==> src/rtl/mult16_seq_ctrl_pkg.sv <==
// mult16_seq_ctrl_pkg: shared state type, default sizes and step-count helper for the sequential multiplier
package mult16_seq_ctrl_pkg;
  typedef enum logic [1:0] {IDLE, CALC, DONE} mult_state_t;
  localparam int WIDTH_DEF = 16;
  localparam int DIGIT_DEF = 4;
  function automatic int nstep(input int width, input int digit);
    return (width / digit) * (width / digit);
  endfunction
endpackage

==> src/rtl/mult16_seq_ctrl_if.sv <==
// mult16_seq_ctrl_if: operand/product valid-ready bus of the sequential multiplier
interface mult16_seq_ctrl_if #(parameter int WIDTH = 16);
  logic               in_valid;
  logic               in_ready;
  logic [WIDTH-1:0]   a;
  logic [WIDTH-1:0]   b;
  logic               out_valid;
  logic               out_ready;
  logic [2*WIDTH-1:0] product;
  logic               busy;
  modport master (output in_valid, a, b, out_ready, input in_ready, out_valid, product, busy);
  modport slave  (input in_valid, a, b, out_ready, output in_ready, out_valid, product, busy);
endinterface

==> src/rtl/mult16_seq_ctrl_digit.sv <==
// mult16_seq_ctrl_digit: combinational DIGIT x DIGIT unsigned digit multiplier
module mult16_seq_ctrl_digit #(parameter int DIGIT = 4) (
  input  logic [DIGIT-1:0]   i_a,
  input  logic [DIGIT-1:0]   i_b,
  output logic [2*DIGIT-1:0] o_p
);
  assign o_p = (2*DIGIT)'(i_a) * (2*DIGIT)'(i_b);
endmodule

==> src/rtl/mult16_seq_ctrl.sv <==
// mult16_seq_ctrl: sequential unsigned multiplier walking all digit partial products through one shared digit multiplier
module mult16_seq_ctrl
  import mult16_seq_ctrl_pkg::*;
#(
  parameter int WIDTH = WIDTH_DEF,
  parameter int DIGIT = DIGIT_DEF
) (
  input logic             clk,
  input logic             rst,
  mult16_seq_ctrl_if.slave bus
);
  localparam int ND = WIDTH / DIGIT;
  localparam int CW = $clog2(ND);
  localparam int PW = 2 * WIDTH;
  localparam int SW = $clog2(PW);
  mult_state_t        r_state, w_next;
  logic [CW-1:0]      r_i, r_j;
  logic [WIDTH-1:0]   r_a, r_b;
  logic [PW-1:0]      r_acc;
  logic [2*DIGIT-1:0] w_pp;
  logic [SW-1:0]      w_sh;
  logic               w_jwrap, w_last, w_accept;
  assign w_jwrap  = r_j == CW'(ND - 1);
  assign w_last   = w_jwrap && (r_i == CW'(ND - 1));
  assign w_accept = (r_state == IDLE) && bus.in_valid;
  assign w_sh     = SW'(DIGIT * (int'(r_i) + int'(r_j)));
  mult16_seq_ctrl_digit #(.DIGIT(DIGIT)) u_digit (
    .i_a(r_a[r_i*DIGIT +: DIGIT]),
    .i_b(r_b[r_j*DIGIT +: DIGIT]),
    .o_p(w_pp)
  );
  always_ff @(posedge clk) begin
    if (rst) r_state <= IDLE;
    else     r_state <= w_next;
  end
  always_comb begin
    w_next = r_state == IDLE ? (bus.in_valid ? CALC : IDLE) :
             r_state == CALC ? (w_last ? DONE : CALC) :
                               (bus.out_ready ? IDLE : DONE);
  end
  always_comb begin
    bus.in_ready  = r_state == IDLE;
    bus.out_valid = r_state == DONE;
    bus.busy      = r_state != IDLE;
    bus.product   = r_state == DONE ? r_acc : '0;
  end
  // j is the fast digit index; i advances each time j wraps
  always_ff @(posedge clk) begin
    if (rst) begin
      r_a   <= '0;
      r_b   <= '0;
      r_acc <= '0;
      r_i   <= '0;
      r_j   <= '0;
    end else if (w_accept) begin
      r_a   <= bus.a;
      r_b   <= bus.b;
      r_acc <= '0;
      r_i   <= '0;
      r_j   <= '0;
    end else if (r_state == CALC) begin
      r_acc <= r_acc + (PW'(w_pp) << w_sh);
      r_j   <= w_jwrap ? '0 : r_j + 1'b1;
      if (w_jwrap) r_i <= w_last ? '0 : r_i + 1'b1;
    end
  end
endmodule

==> src/flat_wrapper.sv <==
// flat-port wrapper written by rule: the top's interface ports become plain ports
module mult16_seq_ctrl_flat import mult16_seq_ctrl_pkg::*;
#(
  parameter int WIDTH = WIDTH_DEF,
  parameter int DIGIT = DIGIT_DEF
)
  (clk, rst, bus_in_valid, bus_a, bus_b, bus_out_ready, bus_in_ready, bus_out_valid, bus_product, bus_busy);
  mult16_seq_ctrl_if #(.WIDTH(WIDTH)) bus_i ();
  input logic clk;
  input logic rst;
  input wire logic [$bits(bus_i.in_valid)-1:0] bus_in_valid;
  input wire logic [$bits(bus_i.a)-1:0] bus_a;
  input wire logic [$bits(bus_i.b)-1:0] bus_b;
  input wire logic [$bits(bus_i.out_ready)-1:0] bus_out_ready;
  output wire logic [$bits(bus_i.in_ready)-1:0] bus_in_ready;
  output wire logic [$bits(bus_i.out_valid)-1:0] bus_out_valid;
  output wire logic [$bits(bus_i.product)-1:0] bus_product;
  output wire logic [$bits(bus_i.busy)-1:0] bus_busy;
  assign bus_i.in_valid = bus_in_valid;
  assign bus_i.a = bus_a;
  assign bus_i.b = bus_b;
  assign bus_i.out_ready = bus_out_ready;
  assign bus_in_ready = bus_i.in_ready;
  assign bus_out_valid = bus_i.out_valid;
  assign bus_product = bus_i.product;
  assign bus_busy = bus_i.busy;
  mult16_seq_ctrl #(.WIDTH(WIDTH), .DIGIT(DIGIT)) u_core (.clk(clk), .rst(rst), .bus(bus_i));
endmodule
==> config.mk <==
export PLATFORM = sky130hd
export DESIGN_NAME = mult16_seq_ctrl_flat
export DESIGN_NICKNAME = d
export VERILOG_FILES = /design/src/rtl/mult16_seq_ctrl_pkg.sv /design/src/rtl/mult16_seq_ctrl_if.sv /design/src/rtl/mult16_seq_ctrl_digit.sv /design/src/rtl/mult16_seq_ctrl.sv /design/src/flat_wrapper.sv
export SDC_FILE = /design/constraint.sdc
export NUM_CORES = 1
export LEC_CHECK = 0
export ABC_AREA = 0
export CAP_MARGIN = 20
export CORE_MARGIN = 4
export CORE_UTILIZATION = 61
export DETAILED_ROUTE_END_ITERATION = 12
export PLACE_DENSITY = 0.91
export SYNTH_ARGS = -nofsm -noshare
export SYNTH_HDL_FRONTEND = slang
export SYNTH_SLANG_ARGS = --single-unit
==> constraint.sdc <==
create_clock -name clk -period 13.69 [get_ports clk]
set_clock_uncertainty 0.05 [all_clocks]
set_input_delay 2.738 -clock clk [delete_from_list [all_inputs] [get_ports clk]]
set_output_delay 2.738 -clock clk [all_outputs]
set_load 0.005 [all_outputs]
==> results.md, run 1 <==
- Critical Path RT: 13.92 ns
- Adder-Cell Fraction of Synth Area: 13.2%
- Cell area after synthesis: 5280 µm²
- Peak supply drop: 0.0000739 V
- Syn_area_per_cell: 7.42 µm²
- Root Driver: clkbuf_8
- Initial Util: 63.6%
- Setup TNS Final: 0 ns
- Worst-margin pin slew: 0.674 ns
- Simple-gate area share of the yosys netlist: 27.3%
- Std cell rows: 33
- Yosys top cell by area: dfxtp_1
- Period minus WS final: 6.18 ns
- Fraction of layout cells with a size suffix above 1: 4.94%
- Hold_buf cts: 0
- Gpl congestion: 0.955
- Ys async rst share: 0%
- Distinct cells, synth: 51
- Hold Crit Depth: 2
- RSZ-0062 raised after global routing: no
- Initial DRC Count: 347
- Crit-path most repeated cell: nor2_1
- Post-layout util: 75.6%
- Post-synth EDFFs: 0
- Nets: 852
- FF-to-FF path depth: 22
- Main combinational cell family by area after synthesis: simple AND/OR/NAND/NOR gates
- Ranking of synthesized cells by area: dfxtp_1, ha_1, nand2_1, a21oi_1, and2_1
- Post-CTS resize count: 0
- Hold WS: 0.419 ns
- Slew headroom: 54.9%
- Die H: 101 µm
- Largest net degree at the start of global routing: 39
- Pins Over Slew Limit: 0
- Clock Latency Late Sink: 0.35 ns
- Num Clock Sinks: 70
- Hold Path Class: reg2reg
- Tot Pwr: 472 µW
- Initial antenna violation count: 0
- Number of synthesized register bits: 70
- Ys Warns: 0
- Pwr dens: 75.2 nW/µm²
- Cells after DPL: 857
- H-tree Lvls: 3
- Post-Syn Instances: 711
- Total die area: 10200 µm²
- CP Class: reg2reg
- Cts bufs inserted: 9
- Fin. Hold Viols: 0
- Area delta synth->final: 18.9%
- Diode count: 0
- Layout Cells excl Fill: 874
- Total core area: 8300 µm²
- Routed len/inst: 16.1 µm
- Arrival @ worst endpoint: 6.41 ns
- Die Width: 101 µm
- Antenna Nets Post-Route: 0
- # DRC: 0
- Final wirelength: 14.1 mm
- Xor and xnor area share after synthesis: 3.98%
- Clock-pin slew on the worst setup and hold paths: 0.09 ns
- Slowest cell on crit path: mux4_2
- IO Count: 71
- Vias/cell: 6.00
- Maximum clock rate: 162 MHz
- Crit path max fanout: 7
- First-pass GRT wire length: 23.4 mm
- Gr usage total: 28.2%
- Final setup viols: 0
- CP Capture Type: register
- Status: complete, no violations
- Cell chain of the critical path: mux4_2 > nand2_1 > fa_1 > inv_1 > fa_1 > ha_1 > a21o_1 > a21oi_1 > o21bai_1 > a21oi_1 > xor2_1 > nor2_1 > nor2_1 > nor2_1 > ha_1 > nand3_1 > nor4_1 > o21ai_1 > a21boi_1 > o21ai_0 > or4_1 > a31oi_1
- CP peak stage delay: 0.62 ns
- Synth Area in Compound Gates: 20.0%
- Grt ovf: 0
- Synth top area share: 26.6%
- Fin crit share: 45.1%
- Worst Setup Start Kind: register
- CTS tree: done
- Mux share of post-synthesis cell area: 4.55%
- CTS max path bufs: 2
- Vias in the first global route: 5061
- Main flop type after synthesis: dfxtp_1
- # Post-CTS Setup Buffers: 0
- DRT Pass-1 Iters: 6
- Vias: 5240
- Post-synth net total: 799
- Max capacitance violation total: 0
- Fraction of the yosys area taken by sequential cells: 26.6%
- Number of buffers added on ports: 70
- Static Leakage: 0.00254 µW
- Hpwl dp: 10.5 mm
cells in the mapped netlist (3+ instances only):
cell	number
ha_1	46
o21ai_1	3
nor3_1	18
dfxtp_1	70
o21ai_0	24
mux2i_1	6
a211oi_1	6
buf_1	3
o211ai_1	3
a22oi_1	4
fa_1	6
mux4_2	8
nor2_1	59
a21o_1	15
and3_1	4
nand4_1	4
a21oi_1	94
nand2_1	132
nand2b_1	6
xor2_1	4
inv_1	25
xnor2_1	20
o21bai_1	9
clkbuf_1	31
a31oi_1	5
nor2b_1	9
nand3_1	19
and2_1	49
stage by stage:
step                setup slack (ns)  area [µm²]
floorplan                       8.20        5280
global placement                7.93        6020
detailed placement              7.64        6020
CTS                             7.58        6250
global route                    7.09        6270
finish                          7.51        6270
per-layer routing:
| metal | wire length, µm | share of wire (%) | global-route usage [%] |
|---|---|---|---|
| met1 | 5640 | 40 | 33.4 |
| met2 | 6960 | 50 | 49.5 |
| met3 | 932 | 6.6 | 5.40 |
| met4 | 518 | 3.7 | 11.8 |
| met5 | 0 | 0 | 0 |
logic make-up (layout without fill, tap and decap cells):
group	Yosys count	after routing
mux	14	14
flops	70	70
buf+inv	60	118
simple gates	312	312
xor+xnor	24	24
fa+ha+maj	52	52
compound gates	179	179
path summary, 6_finish.rpt:
check / slack, ns / from / endpoint
max: 7.51 / u_core.r_i[1] / u_core.r_acc[25]
min: 0.42 / u_core.r_a[15] / u_core.r_a[15]
max reg2reg: 7.51 / u_core.r_i[1] / u_core.r_acc[25]
min reg2reg: 0.42 / u_core.r_a[15] / u_core.r_a[15]
where the power goes:
group	leakage (µW)	internal [µW]	switching, µW
sequential	0.000569	210	5.37
combinational	0.00186	24.7	32.4
clock	0.000113	109	89.9
layout make-up:
class	instances	area (µm²)
clock buffers	10	138
inverters	25	93.8
clock inverters	6	93.8
fillers	644	2020
flip-flops and latches	70	1400
repair buffers	77	771
well taps	105	131
multi-input cells	581	3650
worst max-delay path: cells and delay by family (launching register included):
kind,cells,cell delay [ns]
AO/OA/AOI/OAI,8,1.47
XOR/XNOR,1,0.27
adder cells (fa/ha/maj),4,1.54
buffers and inverters,1,0.10
flip-flops,1,0.54
multiplexers,1,0.62
AND/OR/NAND/NOR,7,1.50
state kept, by name, indices dropped and copies added (netlist names):
signal,cells
u_core.r_state,2
u_core.r_acc,32
u_core.r_j,2
u_core.r_i,2
u_core.r_b,16
u_core.r_a,16
cells in the final DEF, fill, tap and decap left out, types with 9 or more instances in the layout:
master	synthesis	final
ha_1	46	46
inv_1	25	25
nor3_1	18	18
a21o_1	15	15
o21ai_0	24	24
o21bai_1	9	9
clkdlybuf4s50_1	0	70
nand3_1	19	19
clkbuf_8	0	10
nor2_1	59	59
xnor2_1	20	20
dfxtp_1	70	70
a21oi_1	94	94
nand2_1	132	132
and2_1	49	49
(Power assumes the default switching activity.)
==> run 2: changes to the inputs <==
--- a/config.mk
+++ b/config.mk
@@ -8,9 +8,9 @@
 export ABC_AREA = 0
 export CAP_MARGIN = 20
 export CORE_MARGIN = 4
-export CORE_UTILIZATION = 61
+export CORE_UTILIZATION = 56
 export DETAILED_ROUTE_END_ITERATION = 12
-export PLACE_DENSITY = 0.91
+export PLACE_DENSITY = 0.85
 export SYNTH_ARGS = -nofsm -noshare
 export SYNTH_HDL_FRONTEND = slang
 export SYNTH_SLANG_ARGS = --single-unit
==> constraint.sdc (replaced) <==
create_clock -name clk -period 5.7 [get_ports clk]
set_clock_uncertainty 0.05 [all_clocks]
set_input_delay 1.14 -clock clk [delete_from_list [all_inputs] [get_ports clk]]
set_output_delay 1.14 -clock clk [all_outputs]
set_load 0.005 [all_outputs]
==> results.md, run 2 (synthesis gave the netlist of run 1 again) <==
- Grt ovf: 0 (unchanged)
- Layout Cells excl Fill: 910 (+4.1%)
- Hold WS: 0.408 ns (-0.0108 ns)
- Arrival @ worst endpoint: 5.80 ns (-0.61 ns)
- Cell chain of the critical path: mux4_2 > nand2_2 > fa_1 > inv_1 > fa_1 > ha_1 > a21o_1 > a21oi_2 > o21bai_1 > a21oi_1 > xor2_1 > buf_4 > buf_4 > o32ai_1 > ha_1 > a21oi_1 > nand2_1 > a221o_1 > a32o_1 > nor2_4 > o21ai_1 > mux2i_1 > mux2i_1
- Clock Latency Late Sink: 0.36 ns (about the same)
- DRT Pass-1 Iters: 5 (-1)
- Largest regs: u_core.r_acc x32, u_core.r_a x16, u_core.r_b x16
- Setup TNS Final: 0 ns (unchanged)
- Total die area: 11000 µm² (+8.2%)
- Die Width: 105 µm (+4.0%)
- Vias/cell: 5.91 (-1.4%)
- Slew headroom: 30.1% (-25 points)
- # DRC: 0 (unchanged)
- RSZ-0062 raised after global routing: yes
- Initial antenna violation count: 0 (unchanged)
- Vias: 5377 (+2.6%)
- CP startpoint: u_core.r_i[1]
- Crit path max fanout: 5 (-2)
- Total core area: 9200 µm² (+11%)
- Antenna Nets Post-Route: 0 (unchanged)
- Num Clock Sinks: 70 (unchanged)
- Nets: 883 (+3.6%)
- Most frequent cells in the layout: nand2_1, a21oi_1, clkdlybuf4s50_1
- Fin. Hold Viols: 0 (unchanged)
- Routed len/inst: 16.0 µm (-0.66%)
- DP Worst Slack: -0.0724 ns (-7.71 ns)
- Number of buffers added on ports: 70 (unchanged)
- Cts bufs inserted: 9 (unchanged)
- CP Capture Type: register
- Pins Over Slew Limit: 0 (unchanged)
- Std cell rows: 35 (+6.1%)
- Diode count: 0 (unchanged)
- CP Class: reg2reg
- IO Count: 71 (unchanged)
- H-tree Lvls: 3 (unchanged)
- First-pass GRT wire length: 23.1 mm (-1.2%)
- CTS max path bufs: 2 (unchanged)
- CP peak stage delay: 0.56 ns (-0.06 ns)
- Worst hold start: u_core.r_b[8]
- Die H: 105 µm (+4.0%)
- Root Driver: clkbuf_8
- Period minus WS final: 5.56 ns (-0.615 ns)
- Clock-pin slew on the worst setup and hold paths: 0.08 ns (about the same)
- Setup ws final: 0.139 ns (-7.37 ns)
- Area delta synth->final: 24.8%
- Fraction of layout cells with a size suffix above 1: 11.6% (+6.7 points)
- Worst Setup Start Kind: register
- Critical Path RT: 5.94 ns (-7.98 ns)
- Worst-margin pin slew: 1.05 ns (+0.374 ns)
- Vias in the first global route: 5032 (-0.57%)
- Peak supply drop: 0.000174 V (+140%)
- Initial DRC Count: 365 (+5.2%)
- Max FFs per register: 32 (unchanged)
- Fill count: 729 (+13%)
- Pwr dens: 161 nW/µm² (+110%)
- Gpl congestion: 0.974 (+2.0%)
- Static Leakage: 0.00269 µW (+5.9%)
- CP top delay family: compound AO/OA/AOI/OAI gates
- Final setup viols: 0 (unchanged)
- CTS tree: done
- Hold_buf cts: 0 (unchanged)
- Status: complete, no violations
- Initial Util: 57.4% (-6.2 points)
- Cells after DPL: 883 (+3.0%)
- Slowest cell on crit path: mux4_2
- Gr usage total: 25.2% (-3.0 points)
- RR Startpoint: u_core.r_i[1]
- Buffers and inverters on the worst path: 3 (+2)
- Most common cell after layout, fill and taps aside: nand2_1
- Maximum clock rate: 180 MHz (+11%)
- Hpwl dp: 10.6 mm (+0.72%)
- Largest net degree at the start of global routing: 39 (unchanged)
- Hold Path Class: reg2reg
- Max capacitance violation total: 0 (unchanged)
- Fin crit share: 97.6% (+52 points)
- Biggest register: u_core.r_acc
- Final wirelength: 14.5 mm (+3.4%)
-- run 2: cell count changes in the layout (fill, tap and decap cells not counted), sizes merged --
cell and delta:
bufinv -1, clkinvlp +1, clkinv +1, buf +32, clkbuf -2, inv -1
-- run 2: worst paths after layout --
| kind | endpoint | slack [ns] | cells after the start |
|---|---|---|---|
| max | u_core.r_acc[31] | 0.14 | 23 |
| min | u_core.r_b[8] | 0.41 | 2 |
| max reg2reg | u_core.r_acc[31] | 0.14 | 23 |
| min reg2reg | u_core.r_b[8] | 0.41 | 2 |
-- run 2: tightest hold or removal path, stage by stage (launching register included) --
cell and delay (ns):
dfxtp_1 0.31, nand2_1 0.05, a21oi_1 0.05
-- run 2: cell type report --
| type | count | area, µm² | share of cell area (%) |
|---|---|---|---|
| Tap cell | 111 | 139 | 2.11 |
| Inverter | 25 | 93.8 | 1.43 |
| Timing Repair Buffer | 108 | 1010 | 15.3 |
| Multi-Input combinational cell | 581 | 3740 | 56.9 |
| Clock inverter | 6 | 63.8 | 0.969 |
| Clock buffer | 9 | 124 | 1.88 |
| Sequential cell | 70 | 1410 | 21.4 |
-- run 2: where the power goes --
| part | total [µW] | switching (µW) | leakage, µW | internal, µW |
|---|---|---|---|---|
| Clock | 399 | 201 | 0.0000911 | 199 |
| Combinational | 146 | 81.3 | 0.00203 | 65.1 |
| Sequential | 515 | 10.7 | 0.000572 | 505 |
| Total | 1060 | 293 | 0.00269 | 768 |
-- run 2: metrics by stage --
stage | power, µW | cell area, µm² | utilization [%]
2_1_floorplan | 607 | 5280 | -
3_3_place_gp | 657 | 6180 | 67.2
3_5_place_dp | 662 | 6180 | 67.2
4_1_cts | 1050 | 6380 | 69.4
5_1_grt | 1100 | 6590 | 71.6
6_report | 1060 | 6590 | 71.6
-- run 2: what timing repair did --
item | in CTS | in global routing
gates resized for setup | 5 | 32
buffers inserted | 1 | 10
endpoints found under the hold margin | 0 | 0
endpoints found under the setup margin | 8 | 21
pin swaps | 4 | 28
-- run 2: metal layers --
layer	up-vias	part of all wire (%)	global-route usage, %
met4	0	2.8	8.90
met3	40	5.9	4.63
li1	2636	-	-
met5	-	0	0
met1	2494	42	31.1
met2	207	49	43.8
==> run 3: changes to the inputs <==
--- a/config.mk
+++ b/config.mk
@@ -9,6 +9,7 @@
 export CAP_MARGIN = 20
 export CORE_MARGIN = 4
 export CORE_UTILIZATION = 56
+export CTS_CLUSTER_DIAMETER = 80
 export DETAILED_ROUTE_END_ITERATION = 12
 export PLACE_DENSITY = 0.85
 export SYNTH_ARGS = -nofsm -noshare
==> results of run 3 <==
Same layout as run 2: the final DEF is identical, and so are final timing and power.
